[src/rtl/note_lane.sv]
// One falling note lane: a block drops down the lane on a move tick, can be
// hit inside the zone for a point, and is lost once it falls past the bottom.
//
// state | meaning
// IDLE  | waiting for enable, block parked at the spawn line
// FALL  | block moving down STEP lines per move tick
// HIT   | block frozen and painted green for HIT_TICKS move ticks
// GONE  | block lost, lane dead until reset
module note_lane #(
    parameter int LANE_X      = 144,
    parameter int LANE_W      = 160,
    parameter int BLOCK_H     = 40,
    parameter int TOP_Y       = 35,
    parameter int BOTTOM_Y    = 515,
    parameter int ZONE_TOP    = 400,
    parameter int ZONE_BOT    = 455,
    parameter int BASE_PERIOD = 500000,
    parameter int MIN_PERIOD  = 50000,
    parameter int STEP        = 2,
    parameter int HIT_TICKS   = 8
) (
    input  logic        clk,
    input  logic        resetbtn,
    input  logic        enable,
    input  logic        hitbtn,
    input  logic [9:0]  hCount,
    input  logic [9:0]  vCount,
    input  logic [49:0] speedshift,
    output logic [1:0]  flag,
    output logic        pointflag,
    output logic        blockgoneflag
);

    localparam int HW = (HIT_TICKS > 1) ? $clog2(HIT_TICKS + 1) : 1;
    localparam logic [49:0] BASE_P = 50'(BASE_PERIOD);
    localparam logic [49:0] MIN_P  = 50'(MIN_PERIOD);
    localparam logic [49:0] SPAN_P = BASE_P - MIN_P;

    typedef enum logic [1:0] {IDLE, FALL, HIT, GONE} state_t;

    state_t        state_q, state_n;
    logic [9:0]    y_q, y_n;
    logic [49:0]   cnt_q, cnt_n;
    logic [49:0]   per_q, per_n;
    logic [HW-1:0] hold_q, hold_n;
    logic [1:0]    flag_n;
    logic          point_n, gone_n;

    logic [49:0]   per_calc;
    logic          tick;
    logic [10:0]   y_end;
    logic          hit;
    logic          in_lane;
    logic          in_rows;

    assign per_calc = (speedshift < SPAN_P) ? (BASE_P - speedshift) : MIN_P;
    assign tick     = (cnt_q == per_q - 50'd1);
    // 11-bit bottom edge so a block near line 1023 cannot wrap
    assign y_end    = {1'b0, y_q} + 11'(BLOCK_H);
    assign hit      = (state_q == FALL) && enable && hitbtn &&
                      (y_end > 11'(ZONE_TOP)) && (y_q <= 10'(ZONE_BOT));
    assign in_lane  = ({1'b0, hCount} >= 11'(LANE_X)) &&
                      ({1'b0, hCount} < 11'(LANE_X + LANE_W));
    assign in_rows  = (vCount >= y_q) && ({1'b0, vCount} < y_end);

    always_ff @(posedge clk or posedge resetbtn) begin
        if (resetbtn) begin
            state_q       <= IDLE;
            y_q           <= 10'(TOP_Y);
            cnt_q         <= '0;
            per_q         <= MIN_P;
            hold_q        <= '0;
            flag          <= 2'b00;
            pointflag     <= 1'b0;
            blockgoneflag <= 1'b0;
        end else begin
            state_q       <= state_n;
            y_q           <= y_n;
            cnt_q         <= cnt_n;
            per_q         <= per_n;
            hold_q        <= hold_n;
            flag          <= flag_n;
            pointflag     <= point_n;
            blockgoneflag <= gone_n;
        end
    end

    always_comb begin
        state_n = state_q;
        y_n     = y_q;
        cnt_n   = cnt_q;
        per_n   = per_q;
        hold_n  = hold_q;
        point_n = 1'b0;
        gone_n  = blockgoneflag;
        flag_n  = 2'b00;

        if (in_lane && in_rows) begin
            if (state_q == FALL)
                flag_n = 2'b01;
            else if (state_q == HIT)
                flag_n = 2'b10;
        end

        if (enable) begin
            // the period is only picked up when the count restarts
            if (state_q == FALL || state_q == HIT) begin
                if (tick) begin
                    cnt_n = '0;
                    per_n = per_calc;
                end else begin
                    cnt_n = cnt_q + 50'd1;
                end
            end

            case (state_q)
                IDLE: begin
                    state_n = FALL;
                    y_n     = 10'(TOP_Y);
                    cnt_n   = '0;
                    per_n   = per_calc;
                end
                FALL: begin
                    if (hit) begin
                        state_n = HIT;
                        hold_n  = HW'(HIT_TICKS);
                        point_n = 1'b1;
                    end else if (y_q > 10'(BOTTOM_Y)) begin
                        state_n = GONE;
                        gone_n  = 1'b1;
                    end else if (tick) begin
                        y_n = y_q + 10'(STEP);
                    end
                end
                HIT: begin
                    if (tick) begin
                        if (hold_q <= HW'(1)) begin
                            state_n = FALL;
                            y_n     = 10'(TOP_Y);
                            hold_n  = '0;
                        end else begin
                            hold_n = hold_q - HW'(1);
                        end
                    end
                end
                default: begin
                end
            endcase
        end
    end

endmodule
[config.mk]
export PLATFORM = sky130hd
export DESIGN_NAME = note_lane
export DESIGN_NICKNAME = d
export VERILOG_FILES = /design/src/rtl/note_lane.sv
export SDC_FILE = /design/constraint.sdc
export NUM_CORES = 1
export LEC_CHECK = 0
export BUFFER_PORTS_ARGS = -buffer_cell sky130_fd_sc_hd__buf_2
export CORE_ASPECT_RATIO = 1.4
export CORE_MARGIN = 2
export CORE_UTILIZATION = 67
export CTS_BUF_LIST = sky130_fd_sc_hd__clkbuf_4
export DETAILED_ROUTE_END_ITERATION = 12
export PLACE_DENSITY_LB_ADDON = 0.3
export SLEW_MARGIN = 20
export SYNTH_ARGS = -nofsm -noshare
export SYNTH_HDL_FRONTEND = slang
export SYNTH_SLANG_ARGS = --single-unit
[constraint.sdc]
create_clock -name clk -period 9.6 [get_ports clk]
set_input_delay 0.48 -clock clk [delete_from_list [all_inputs] [get_ports clk]]
set_output_delay 0.48 -clock clk [all_outputs]
set_load 0.03 [all_outputs]
# Word level (Yosys, flattened, before mapping)
# Cells that the tools add are included.
[word_totals]
register_bits = 120
ramBits = 0
wordCells = 81
mem_count = 0
out_inout_bits = 4
mem_bits_ro = 0
latch_bits = 0
[classes]
magnitude_cmp = 9
addsub = 6
n_mul = 0
shift = 0
reduce_logical = 19
div = 0
bitwise = 1
mux = 28
eq_ne = 10
[ops]
columns = ["cell", "count"]
rows = [
  ["50-bit two-way mux", 7],
  ["50-bit by 1-bit adder with 50-bit output (second input constant)", 1],
  ["50-bit == test", 1],
  ["50-bit by 19-bit less-than comparator with 1-bit output (second input constant)", 1],
  ["10-bit two-way mux", 5],
  ["19-bit by 50-bit subtractor with 50-bit output (first input constant)", 1],
  ["50-bit by 1-bit subtractor with 50-bit output (second input constant)", 1],
  ["10-bit case mux with 3 select lines", 1],
  ["2-bit two-way mux", 7],
  ["4-bit two-way mux", 3],
  ["10-bit by 6-bit adder with 11-bit output (second input constant)", 1],
  ["11-bit by 9-bit greater-than comparator with 1-bit output (second input constant)", 1],
  ["10-bit by 11-bit less-than comparator with 1-bit output", 1],
  ["10-bit by 2-bit adder with 10-bit output (second input constant)", 1],
  ["10-bit >= comparator", 1],
  ["10-bit by 8-bit >= comparator with 1-bit output (second input constant)", 1],
  ["10-bit greater-than comparator (second input constant)", 1],
  ["10-bit by 9-bit less-or-equal comparator with 1-bit output (second input constant)", 1],
  ["10-bit by 9-bit less-than comparator with 1-bit output (second input constant)", 1],
  ["2-bit inequality test (second input constant)", 5],
  ["4-bit case mux with 2 select lines", 1],
  ["4-bit AND reduction", 2],
  ["1-bit logical AND", 7],
  ["7-bit AND reduction", 1],
  ["other kinds (16)", 20],
]

# Longest topological paths before layout
# Gate-level depths: netlist of run 1.
[depth]
word_depth = 8
ltp_mapped = 14

# Worst setup path after synthesis of run 1
# Ideal clock, no wire load.
[synth_path]
kind = "register -> register"
startpoint = "reg per_q[9]"
endpoint = "reg per_q[0]"
path_buffers = 2
setup_time_ns = 0.128
arrival_ns = 3.376
path_stages_with_launch = 12
slack_ns = 6.096
required_ns = 9.472
path_cell_list = "dfstp_2 > clkbuf_1 > or4_1 > xnor2_1 > nor3_1 > o21ai_0 > or4_1 > or4_4 > nor4_2 > o21a_1 > buf_4 > mux2_1"
[synth_between]
elab_chain_cells = 4
[synth_rtl]
columns = ["item", "line", "source"]
rows = [
  ["from (decl)", "44", "logic [49:0] per_q, per_n;"],
  ["from (signal assigned)", "80", "per_q <= per_n;"],
  ["50-bit by 1-bit subtractor with 50-bit output", "57", "assign tick = (cnt_q == per_q - 50'd1);"],
  ["50-bit == test", "57", ""],
  ["2-bit nonzero test (no line)", "n/a", ""],
  ["3-bit AND reduction (no line)", "n/a", ""],
]
# No other way between the ends.
# A chain may end at the register's enable or synchronous reset.

# Worst setup path in the final report of run 1
[layout_path]
startpoint = "reg per_q[0]"
endpoint = "reg per_q[10]"
# Same word-level chain as after synthesis.

==> summary.txt, run 1 <==
Global route
  – Remaining global-route overflow: 0
  – Initial antenna violation count: 1
  – Total GRT Usage: a little under a third
  – Global-route wire length before repair: 33580 um
  – Largest net degree at the start of global routing: 93
  – Vias in the first global route: a little over 7000

Timing
  – Post-layout worst setup margin: approximately 4500 ps
  – Fmax achieved: 195.2 MHz
  – Hold slack: roughly 40 ps
  – Setup tns final: 0 ps
  – Final hold viol count: 0
  – Final worst path period need: slightly above 5000 ps
  – Final Skew: 17.68 ps
  – Endpoints failing setup: 0
  – Max_slew headroom: approximately a third
  – RSZ-0062 raised after global routing: no
  – Final critical-path share of the clock period: 53.37%
  – Max-slew violations: 0
  – Worst Tran Pin Value: 1003 ps

Synth
  – Post-Syn Area: 0.008346 mm2
  – Yosys warnings: 0
  – Cells after Synth: 948
  – Main synth FF type: dfrtp_1
  – Mean Syn Cell Area: 8.803 um2
  – Register area share after synthesis: a little over a third
  – Synthesis-stage register bit count: 120
  – Async S/R FF share, synth: 100.0%
  – Synth cell types: 74
  – Syn_nets: 1046
  – Number of synthesized flops with an enable pin: 0

Die
  – Die H: 136.1 um
  – Top-Level Pins: 78
  – Rows: 48
  – Initial Util: 68.12%
  – Core ar.: 0.01225 mm2
  – Die Area: 0.01338 mm2
  – Die width: 98.33 um

Worst setup path
  – Launching point of the worst reg2reg path: per_q[0]
  – Cell Chain, Critical Path: inv_1 > ha_1 > nor4b_1 > nand4_1 > nor2_1 > a31oi_1 > or4_1 > or4_4 > nor4_2 > o21a_4 > buf_4 > mux2_1
  – CP Buf/Inv Count: 2
  – Reg2reg path depth: 12
  – CP Launch Type: flip-flop
  – Setup CP Type: flip-flop to flip-flop
  – Worst Path Max Fanout: just over 90
  – Reg2Reg Setup Slack: around 4500 ps
  – Slowest stage delay, CP: 820 ps
  – CP required: about 10000 ps
  – Crit path max-delay cell type: nor4b_1
  – Worst EP arrival: 5550 ps
  – Worst path top cell family by delay: simple AND/OR/NAND/NOR gates
  – Worst r2r dst: per_q[10]
  – Element type at the critical path end: flip-flop

Cells and area
  – Non-Filler Instances: 1177
  – Layout area overhead: 9.115%
  – Share of post-route cells with drive strength above 1: 14.52%
  – Nets@finish: 1111

Power and ir drop
  – Sw frac: 27.35%
  – Leak: 4.170 nW
  – NetSw: 0.0002918 W
  – Internal power of the cells: slightly below 0.0008 W
  – Sequential share of power: 50.3%
  – Post-route total power: 0.001067 W
  – Comb pwr share: 10.3%
  – Power per cell area: 117.2 mW/mm2
  – Clock power frac: 39.4%
  – Worst vdd rail ir drop: 0.00008181 V

Drt
  – Routed Antenna Nets: 0
  – DRC viols: 0
  – DR pass1 iterations: 6
  – Initial DRC count: 622
  – WL/cell: 17.05 um
  – Total number of vias: 7446
  – Vias per cell: 6.326
  – WL final: 20070 um

Clock network
  – Clk sinks: 120
  – Clk buf depth: 2
  – H-Tree Depth: 4
  – Post_cts resized: 0
  – CTS buffer count: 17
  – Post-CTS setup buffers: 0
  – CTS tree: yes
  – CTS clk-pin slew, worst paths: approximately 120 ps
  – Post-CTS Hold Fix Bufs: 0
  – Root buf cell: clkbuf_4
  – Clock Latency Late Sink: 540 ps

Run
  – Max_cap viols: 0

Place
  – Hpwl dp: 14910 um
  – Placer congestion estimate: roughly 0.95
  – DP Worst Slack: approximately 4600 ps
  – Placed insts: 1144
  – PortBufs: 73

Status
  – Status: complete, no violations

Worst hold path
  – Hold WC Path Type: primary input to async pin
## power groups by stage
stage | sequential (W) | clock, W | combinational, W
final | 0.000536 | 0.000421 | 0.000110
after global routing | 0.000539 | 0.000449 | 0.000124
after CTS | 0.000536 | 0.000424 | 0.000110
after detailed placement | 0.000545 | 0 | 0.000109
after global placement | 0.000545 | 0 | 0.000105
after floorplan | 0.000538 | 0 | 0.0000728
## cells in the final DEF (no fill, tap or decap), types with 12 or more instances in the layout
cell type and instances:
xor2_1 59, buf_2 73, nand2b_1 12, nor4_1 38, nor2b_1 36, inv_1 38
mux2_1 12, nand2_1 61, mux2i_1 12, ha_1 24, nand4_1 27, xnor2_1 61
a21oi_1 25, clkbuf_4 18, o21ai_0 31, nor2_1 135, and3_1 12, dfrtp_1 111
a31oi_1 14, nor3_1 29, nand3_1 26
## synth_stat cells, types with 17 or more instances
master / n / area, um2
o21ai_0: 31 / 155.2
nand3_1: 26 / 130.1
nand2_1: 61 / 229.0
nor3_1: 29 / 145.1
xnor2_1: 61 / 534.3
clkbuf_1: 17 / 63.81
xor2_1: 59 / 516.8
nand4_1: 27 / 168.9
nor4_1: 38 / 237.7
a21oi_1: 25 / 125.1
inv_1: 39 / 146.4
dfrtp_1: 111 / 2778
ha_1: 24 / 300.3
nor2_1: 135 / 506.7
nor2b_1: 36 / 225.2
## layer usage
metal | up-vias | part of all wire [%] | track usage (%)
met2 | 261 | 51 | 53.59
met3 | 72 | 4.9 | 6.221
met5 | - | 0 | 0
met1 | 3582 | 40 | 36.29
li1 | 3531 | - | -
met4 | 0 | 4.4 | 15.83
## sequential cells by signal, summed over array words and instances, names as in the netlist
signal	cells
blockgoneflag	1
cnt_q	50
flag	2
hold_q	4
per_q	50
pointflag	1
state_q	2
y_q	10
## worst max path at each step
| stage | cells past startpoint | to | startpoint |
|---|---|---|---|
| after floorplan | 1 | blockgoneflag | resetbtn |
| after global placement | 12 | per_q[16] | per_q[0] |
| after detailed placement | 12 | per_q[10] | per_q[0] |
| after CTS | 12 | per_q[10] | per_q[0] |
| after global routing | 12 | per_q[10] | per_q[0] |
| final | 12 | per_q[10] | per_q[0] |
## area by class of cell
type	count	area, um2
Inverter	39	148.9
Fill cell	938	3146
Multi-Input combinational cell	759	5031
Sequential cell	120	3014
Clock buffer	18	135.1
Timing Repair Buffer	76	387.9
Antenna cell	1	2.502
Tap cell	150	187.7
Clock inverter	14	198.9
## through the flow
stage | utilization, % | cell area [um2]
after CTS | 74.27 | 9100
after floorplan | - | 8346
after global routing | 74.33 | 9106
final | 74.33 | 9106
after global placement | 71.55 | 8766
after detailed placement | 71.55 | 8766
## logic make-up (layout without fill, tap and decap cells)
logic type | after synthesis | in the layout | synth area share (%)
adder cells (fa/ha/maj) | 24 | 24 | 3.598
flip-flops | 120 | 120 | 36.12
AND/OR/NAND/NOR | 441 | 441 | 28.62
buffers and inverters | 69 | 147 | 3.733
AO/OA/AOI/OAI | 147 | 147 | 11.87
XOR/XNOR | 120 | 120 | 12.59
multiplexers | 27 | 27 | 3.463
other | 0 | 1 | 0
Note: power is estimated with default switching activity, not from simulation.
==> inputs of run 2 (changes only) <==
- CORE_UTILIZATION: 67 -> 62
- clock period: 9.6 -> 4.9 ns (I/O delays scaled with it)
==> summary.txt, run 2 (synthesis results as in run 1) <==
Worst setup path
  – Reg2reg path depth: 11 (-1)
  – Crit path from: per_q[0]
  – Element type at the critical path end: flip-flop
  – Reg2Reg Setup Slack: 370 ps (-4110 ps)
  – Worst r2r dst: per_q[10]
  – CP required: 5290 ps (-4740 ps)
  – Launching point of the worst reg2reg path: per_q[0]
  – WP depth: 11 (-1)
  – Worst EP arrival: 4930 ps (-620 ps)
  – CP Launch Type: flip-flop
  – Worst Path Max Fanout: 29 (-68%)
  – Worst setup path end: per_q[10]
  – Setup CP Type: flip-flop to flip-flop
  – Cell Chain, Critical Path: inv_1 > ha_1 > nor4b_1 > nand3_1 > nor4_1 > mux2i_1 > o21ai_0 > or4b_4 > nor4_2 > o21a_4 > mux2_1
  – Worst path top cell family by delay: simple AND/OR/NAND/NOR gates
  – Crit path max-delay cell type: nor4b_1
  – Slowest stage delay, CP: 830 ps (about the same)
  – CP Buf/Inv Count: 1 (-1)

Die
  – Initial Util: 62.92% (-5.2 points)
  – Top-Level Pins: 78 (unchanged)
  – Die H: 141.3 um (+3.8%)
  – Die width: 102.1 um (+3.8%)
  – Core ar.: 0.01326 mm2 (+8.3%)
  – Rows: 50 (+4.2%)
  – Die Area: 0.01442 mm2 (+7.8%)

Global route
  – Vias in the first global route: 7243 (+0.49%)
  – Initial antenna violation count: 1 (unchanged)
  – Remaining global-route overflow: 0 (unchanged)
  – Global-route wire length before repair: 34400 um (+2.4%)
  – Largest net degree at the start of global routing: 77 (-17%)
  – Total GRT Usage: 29.89% (-1.0 points)

Cells and area
  – Share of post-route cells with drive strength above 1: 15.14% (+0.62 points)
  – Layout area overhead: 10.60%
  – Filler Cells Inserted: 1145 (+22%)
  – Largest regs: cnt_q (50), per_q (50), y_q (10)
  – Commonest non-fill, non-tap cells in the layout: nor2_1, dfrtp_1, buf_2
  – Fin area: 0.009230 mm2 (+1.4%)
  – Most common cell after layout, fill and taps aside: nor2_1
  – Nets@finish: 1122 (+0.99%)

Drt
  – WL/cell: 16.68 um (-2.1%)
  – Initial DRC count: 450 (-28%)
  – DRC viols: 0 (unchanged)
  – DR pass1 iterations: 6 (unchanged)
  – WL final: 20350 um (+1.4%)
  – Vias per cell: 5.977 (-5.5%)
  – Total number of vias: 7292 (-2.1%)
  – Routed Antenna Nets: 0 (unchanged)

Power and ir drop
  – Worst vdd rail ir drop: 0.0001639 V (+100%)
  – Leak: 4.224 nW (+1.3%)
  – Power per cell area: 224.3 mW/mm2 (+91%)

Clock network
  – CTS clk-pin slew, worst paths: 110 ps (about the same)
  – Clock Latency Late Sink: 520 ps (-20 ps)
  – Clk sinks: 120 (unchanged)
  – CTS buffer count: 17 (unchanged)
  – CTS tree: yes
  – Clk buf depth: 2 (unchanged)
  – H-Tree Depth: 4 (unchanged)
  – Post-CTS setup buffers: 0 (unchanged)
  – Root buf cell: clkbuf_4

Place
  – Placed Area: 0.008894 mm2 (+1.5%)
  – Placer congestion estimate: 1.002 (+6.0%)
  – PortBufs: 73 (unchanged)
  – Hpwl dp: 15470 um (+3.7%)

Worst hold path
  – Hold WC Path Type: primary input to flip-flop
  – Worst hold stages: 4
  – Hold Crit Start: speedshift[15]

Run
  – Max_cap viols: 0 (unchanged)

Timing
  – Final hold viol count: 0 (unchanged)
  – Worst Tran Pin Value: 1021 ps (+18.17 ps)
  – Fmax achieved: 220.7 MHz (+13%)
  – Final worst path period need: 4532 ps (-591.9 ps)
  – Max_slew headroom: 30.98% (-2.2 points)
  – Final critical-path share of the clock period: 92.49% (+39 points)
  – Endpoints failing setup: 0 (unchanged)
  – Max-slew violations: 0 (unchanged)
  – Hold slack: 80.33 ps (+41.49 ps)
  – RSZ-0062 raised after global routing: no
  – Setup tns final: 0 ps (unchanged)
  – Final Skew: 25.40 ps (+7.722 ps)

Status
  – Status: complete, no violations
run 2: final cells by class:
type | count | area (um2) | area share [%]
multi-input combinational | 759 | 5031 | 54.51
tap | 182 | 227.7 | 2.467
clock buffer | 19 | 142.6 | 1.545
antenna | 1 | 2.502 | 0.02711
clock inverter | 13 | 177.7 | 1.925
timing repair buffer | 87 | 485.5 | 5.260
inverter | 39 | 148.9 | 1.613
sequential | 120 | 3014 | 32.66
run 2: how the worst min path moves through the flow:
stage,to,slack (ps)
after CTS,flag[0],50
after global placement,blockgoneflag,450
after detailed placement,blockgoneflag,490
after floorplan,per_q[4],440
after global routing,flag[0],100
final,per_q[15],80
run 2: through the flow:
step                      worst slack (ps)  power (W)  utilization [%]  instances
final                                368.2   0.002070            69.59       1220
after global routing                 67.79   0.002157            69.59       1220
after CTS                            358.8   0.002082            69.55       1219
after detailed placement             405.2   0.001284            67.06       1186
after global placement               477.2   0.001274            67.06       1186
after floorplan                       1396   0.001197                -        948
run 2: worst register-to-register path: stages (launching register included):
cell and delay, ps:
dfrtp_1 450, inv_1 80, ha_1 160, nor4b_1 830, nand3_1 280, nor4_1 450, mux2i_1 300, o21ai_0 210
or4b_4 620, nor4_2 190, o21a_4 440, mux2_1 400
run 2: per-layer routing:
layer	global-route usage, %	share of wire, %	vias to the layer above
met5	0	0	-
met4	11.44	2.8	0
met3	5.222	4.0	45
met2	50.90	51	193
met1	37.60	42	3502
li1	-	-	3552
run 2: report_power, final:
| part | switching, W | leakage (nW) | internal, W |
|---|---|---|---|
| clock network | 0.000388 | 0.164 | 0.000413 |
| registers | 0.0000401 | 1.59 | 0.00101 |
| logic | 0.000123 | 2.47 | 0.0000937 |
run 2: repair_timing:
action,4_1_cts,5_1_grt
endpoints found under the hold margin,66,0
gates resized for setup,0,0
hold buffers,1,0
==> inputs of run 3 (changes only) <==
- CELL_PAD_IN_SITES_DETAIL_PLACEMENT: default -> 1
- CELL_PAD_IN_SITES_GLOBAL_PLACEMENT: default -> 2
- CORE_UTILIZATION: 62 -> 38
==> summary.txt, run 3 (synthesis results as in run 1) <==
Timing
  – Max_slew headroom: 43.16% (+12 points)
  – Hold slack: 68.08 ps (-12.25 ps)
  – Endpoints failing setup: 0 (unchanged)
  – Fmax achieved: 236.7 MHz (+7.3%)
  – Final hold viol count: 0 (unchanged)
  – Max-slew violations: 0 (unchanged)
  – Worst Tran Pin Value: 840.7 ps (-180.2 ps)
  – RSZ-0062 raised after global routing: no
  – Setup tns final: 0 ps (unchanged)
  – Final Skew: 27.17 ps (+1.765 ps)
  – Final critical-path share of the clock period: 86.22% (-6.3 points)
  – Final worst path period need: 4225 ps (-307.1 ps)

Die
  – Die H: 179.3 um (+27%)
  – Initial Util: 38.46% (-24 points)
  – Die Area: 0.02318 mm2 (+61%)
  – Top-Level Pins: 78 (unchanged)
  – Core ar.: 0.02170 mm2 (+64%)
  – Die width: 129.2 um (+27%)
  – Rows: 64 (+28%)

Global route
  – Global-route wire length before repair: 39230 um (+14%)
  – Largest net degree at the start of global routing: 65 (-16%)
  – Remaining global-route overflow: 0 (unchanged)
  – Vias in the first global route: 7587 (+4.7%)
  – Total GRT Usage: 21.66% (-8.2 points)
  – Initial antenna violation count: 1 (unchanged)

Clock network
  – CTS buffer count: 17 (unchanged)
  – Clock Latency Late Sink: 580 ps (+60 ps)
  – Post-CTS Hold Fix Bufs: 3 (+2)
  – Post-CTS setup buffers: 0 (unchanged)
  – Post_cts resized: 0 (unchanged)
  – CTS clk-pin slew, worst paths: 130 ps (+20 ps)
  – CTS tree: yes
  – H-Tree Depth: 4 (unchanged)
  – Root buf cell: clkbuf_4
  – Clk buf depth: 2 (unchanged)
  – Clk sinks: 120 (unchanged)

Drt
  – Total number of vias: 7237 (-0.75%)
  – WL/cell: 17.59 um (+5.5%)
  – Initial DRC count: 229 (-49%)
  – Routed Antenna Nets: 0 (unchanged)
  – DRC viols: 0 (unchanged)
  – DR pass1 iterations: 4 (-2)
  – Vias per cell: 5.373 (-10%)
  – WL final: 23700 um (+16%)

Cells and area
  – Most common cell after layout, fill and taps aside: nor2_1
  – Layout area overhead: 13.70%
  – Largest regs: cnt_q (50), per_q (50), y_q (10)
  – Commonest non-fill, non-tap cells in the layout: nor2_1, dfrtp_1, buf_2
  – Nets@finish: 1134 (+1.1%)
  – Layout Utilization: 43.73% (-26 points)
  – Share of post-route cells with drive strength above 1: 15.92% (+0.78 points)

Worst setup path
  – Worst EP arrival: 4680 ps (-250 ps)
  – Cell Chain, Critical Path: inv_1 > ha_1 > nor4b_1 > nand4_1 > nor2_1 > a31oi_1 > or4_1 > or4_4 > nor4_2 > o21a_4 > buf_12 > nor3_1
  – Crit path max-delay cell type: nor4b_1
  – Slowest stage delay, CP: 690 ps (-140 ps)
  – CP Buf/Inv Count: 2 (+1)
  – CP required: 5360 ps (+70 ps)
  – Element type at the critical path end: flip-flop
  – Setup CP Type: flip-flop to flip-flop
  – Worst Path Max Fanout: 56 (+93%)
  – Worst path top cell family by delay: simple AND/OR/NAND/NOR gates
  – CP Launch Type: flip-flop

Power and ir drop
  – Comb pwr share: 10.2% (-0.3 points)
  – NetSw: 0.0005490 W (-0.39%)
  – Worst vdd rail ir drop: 0.0001284 V (-22%)
  – Leak: 4.304 nW (+1.9%)
  – Internal power of the cells: 0.001586 W (+4.4%)
  – Sw frac: 25.71% (-0.91 points)
  – Clock power frac: 40.5% (+1.8 points)
  – Sequential share of power: 49.3% (-1.5 points)
  – Power per cell area: 225.0 mW/mm2 (+0.33%)

Place
  – PortBufs: 73 (unchanged)
  – Placer congestion estimate: 0.8616 (-14%)
  – Hpwl dp: 18550 um (+20%)

Worst hold path
  – Hold WC Path Type: primary input to flip-flop

Run
  – Max_cap viols: 0 (unchanged)

Status
  – Status: complete, no violations
## run 3: per-layer routing
metal  up-vias  track usage [%]  share of wire, %  routed length (um)
met5         -                0                 0                   0
met4         0            6.431               1.6                 389
met3        27            3.325               1.8                 426
met2        59            40.75                54               12870
met1      3597            25.11                42               10010
li1       3554                -                 -                   -
## run 3: area by class of cell
type | instances | area [um2]
well taps | 297 | 371.6
repair buffers | 99 | 580.6
flip-flops and latches | 120 | 3014
diodes | 1 | 2.502
multi-input cells | 759 | 5031
fillers | 2603 | 12210
clock buffers | 22 | 165.2
inverters | 39 | 148.9
clock inverters | 10 | 175.2
## run 3: final timing paths
check / start / end / slack, ps / depth (start not counted)
min: enable / state_q[0] / 70 / 3
max reg2reg: per_q[0] / cnt_q[27] / 680 / 12
max in group asynchronous: resetbtn / cnt_q[40] / 3460 / 4
max: per_q[0] / cnt_q[27] / 680 / 12
min in group asynchronous: resetbtn / cnt_q[6] / 370 / 3
min reg2reg: blockgoneflag / blockgoneflag / 500 / 1
## run 3: power groups by stage
stage | clock, W | combinational [W] | sequential [W]
after CTS | 0.000897 | 0.000224 | 0.00105
final | 0.000866 | 0.000217 | 0.00105
after global routing | 0.000930 | 0.000249 | 0.00106
after global placement | 0 | 0.000215 | 0.00107
after detailed placement | 0 | 0.000220 | 0.00107
after floorplan | 0 | 0.000143 | 0.00105
## run 3: through the flow
stage	setup WS [ps]	instances	instance area [um2]	total power, W
final	675.3	1347	9489	0.002135
after global routing	326.1	1347	9489	0.002236
after CTS	608.5	1346	9483	0.002173
after detailed placement	618.5	1311	9112	0.001290
after global placement	666.1	1311	9112	0.001285
after floorplan	1396	948	8346	0.001197
## run 3: worst reg2reg max path, cell delays in order, from the launching register on
cell and delay, ps:
dfrtp_1 440, inv_1 80, ha_1 150, nor4b_1 690, nand4_1 280, nor2_1 190, a31oi_1 110, or4_1 560
or4_4 500, nor4_2 310, o21a_4 380, buf_12 290, nor3_1 150
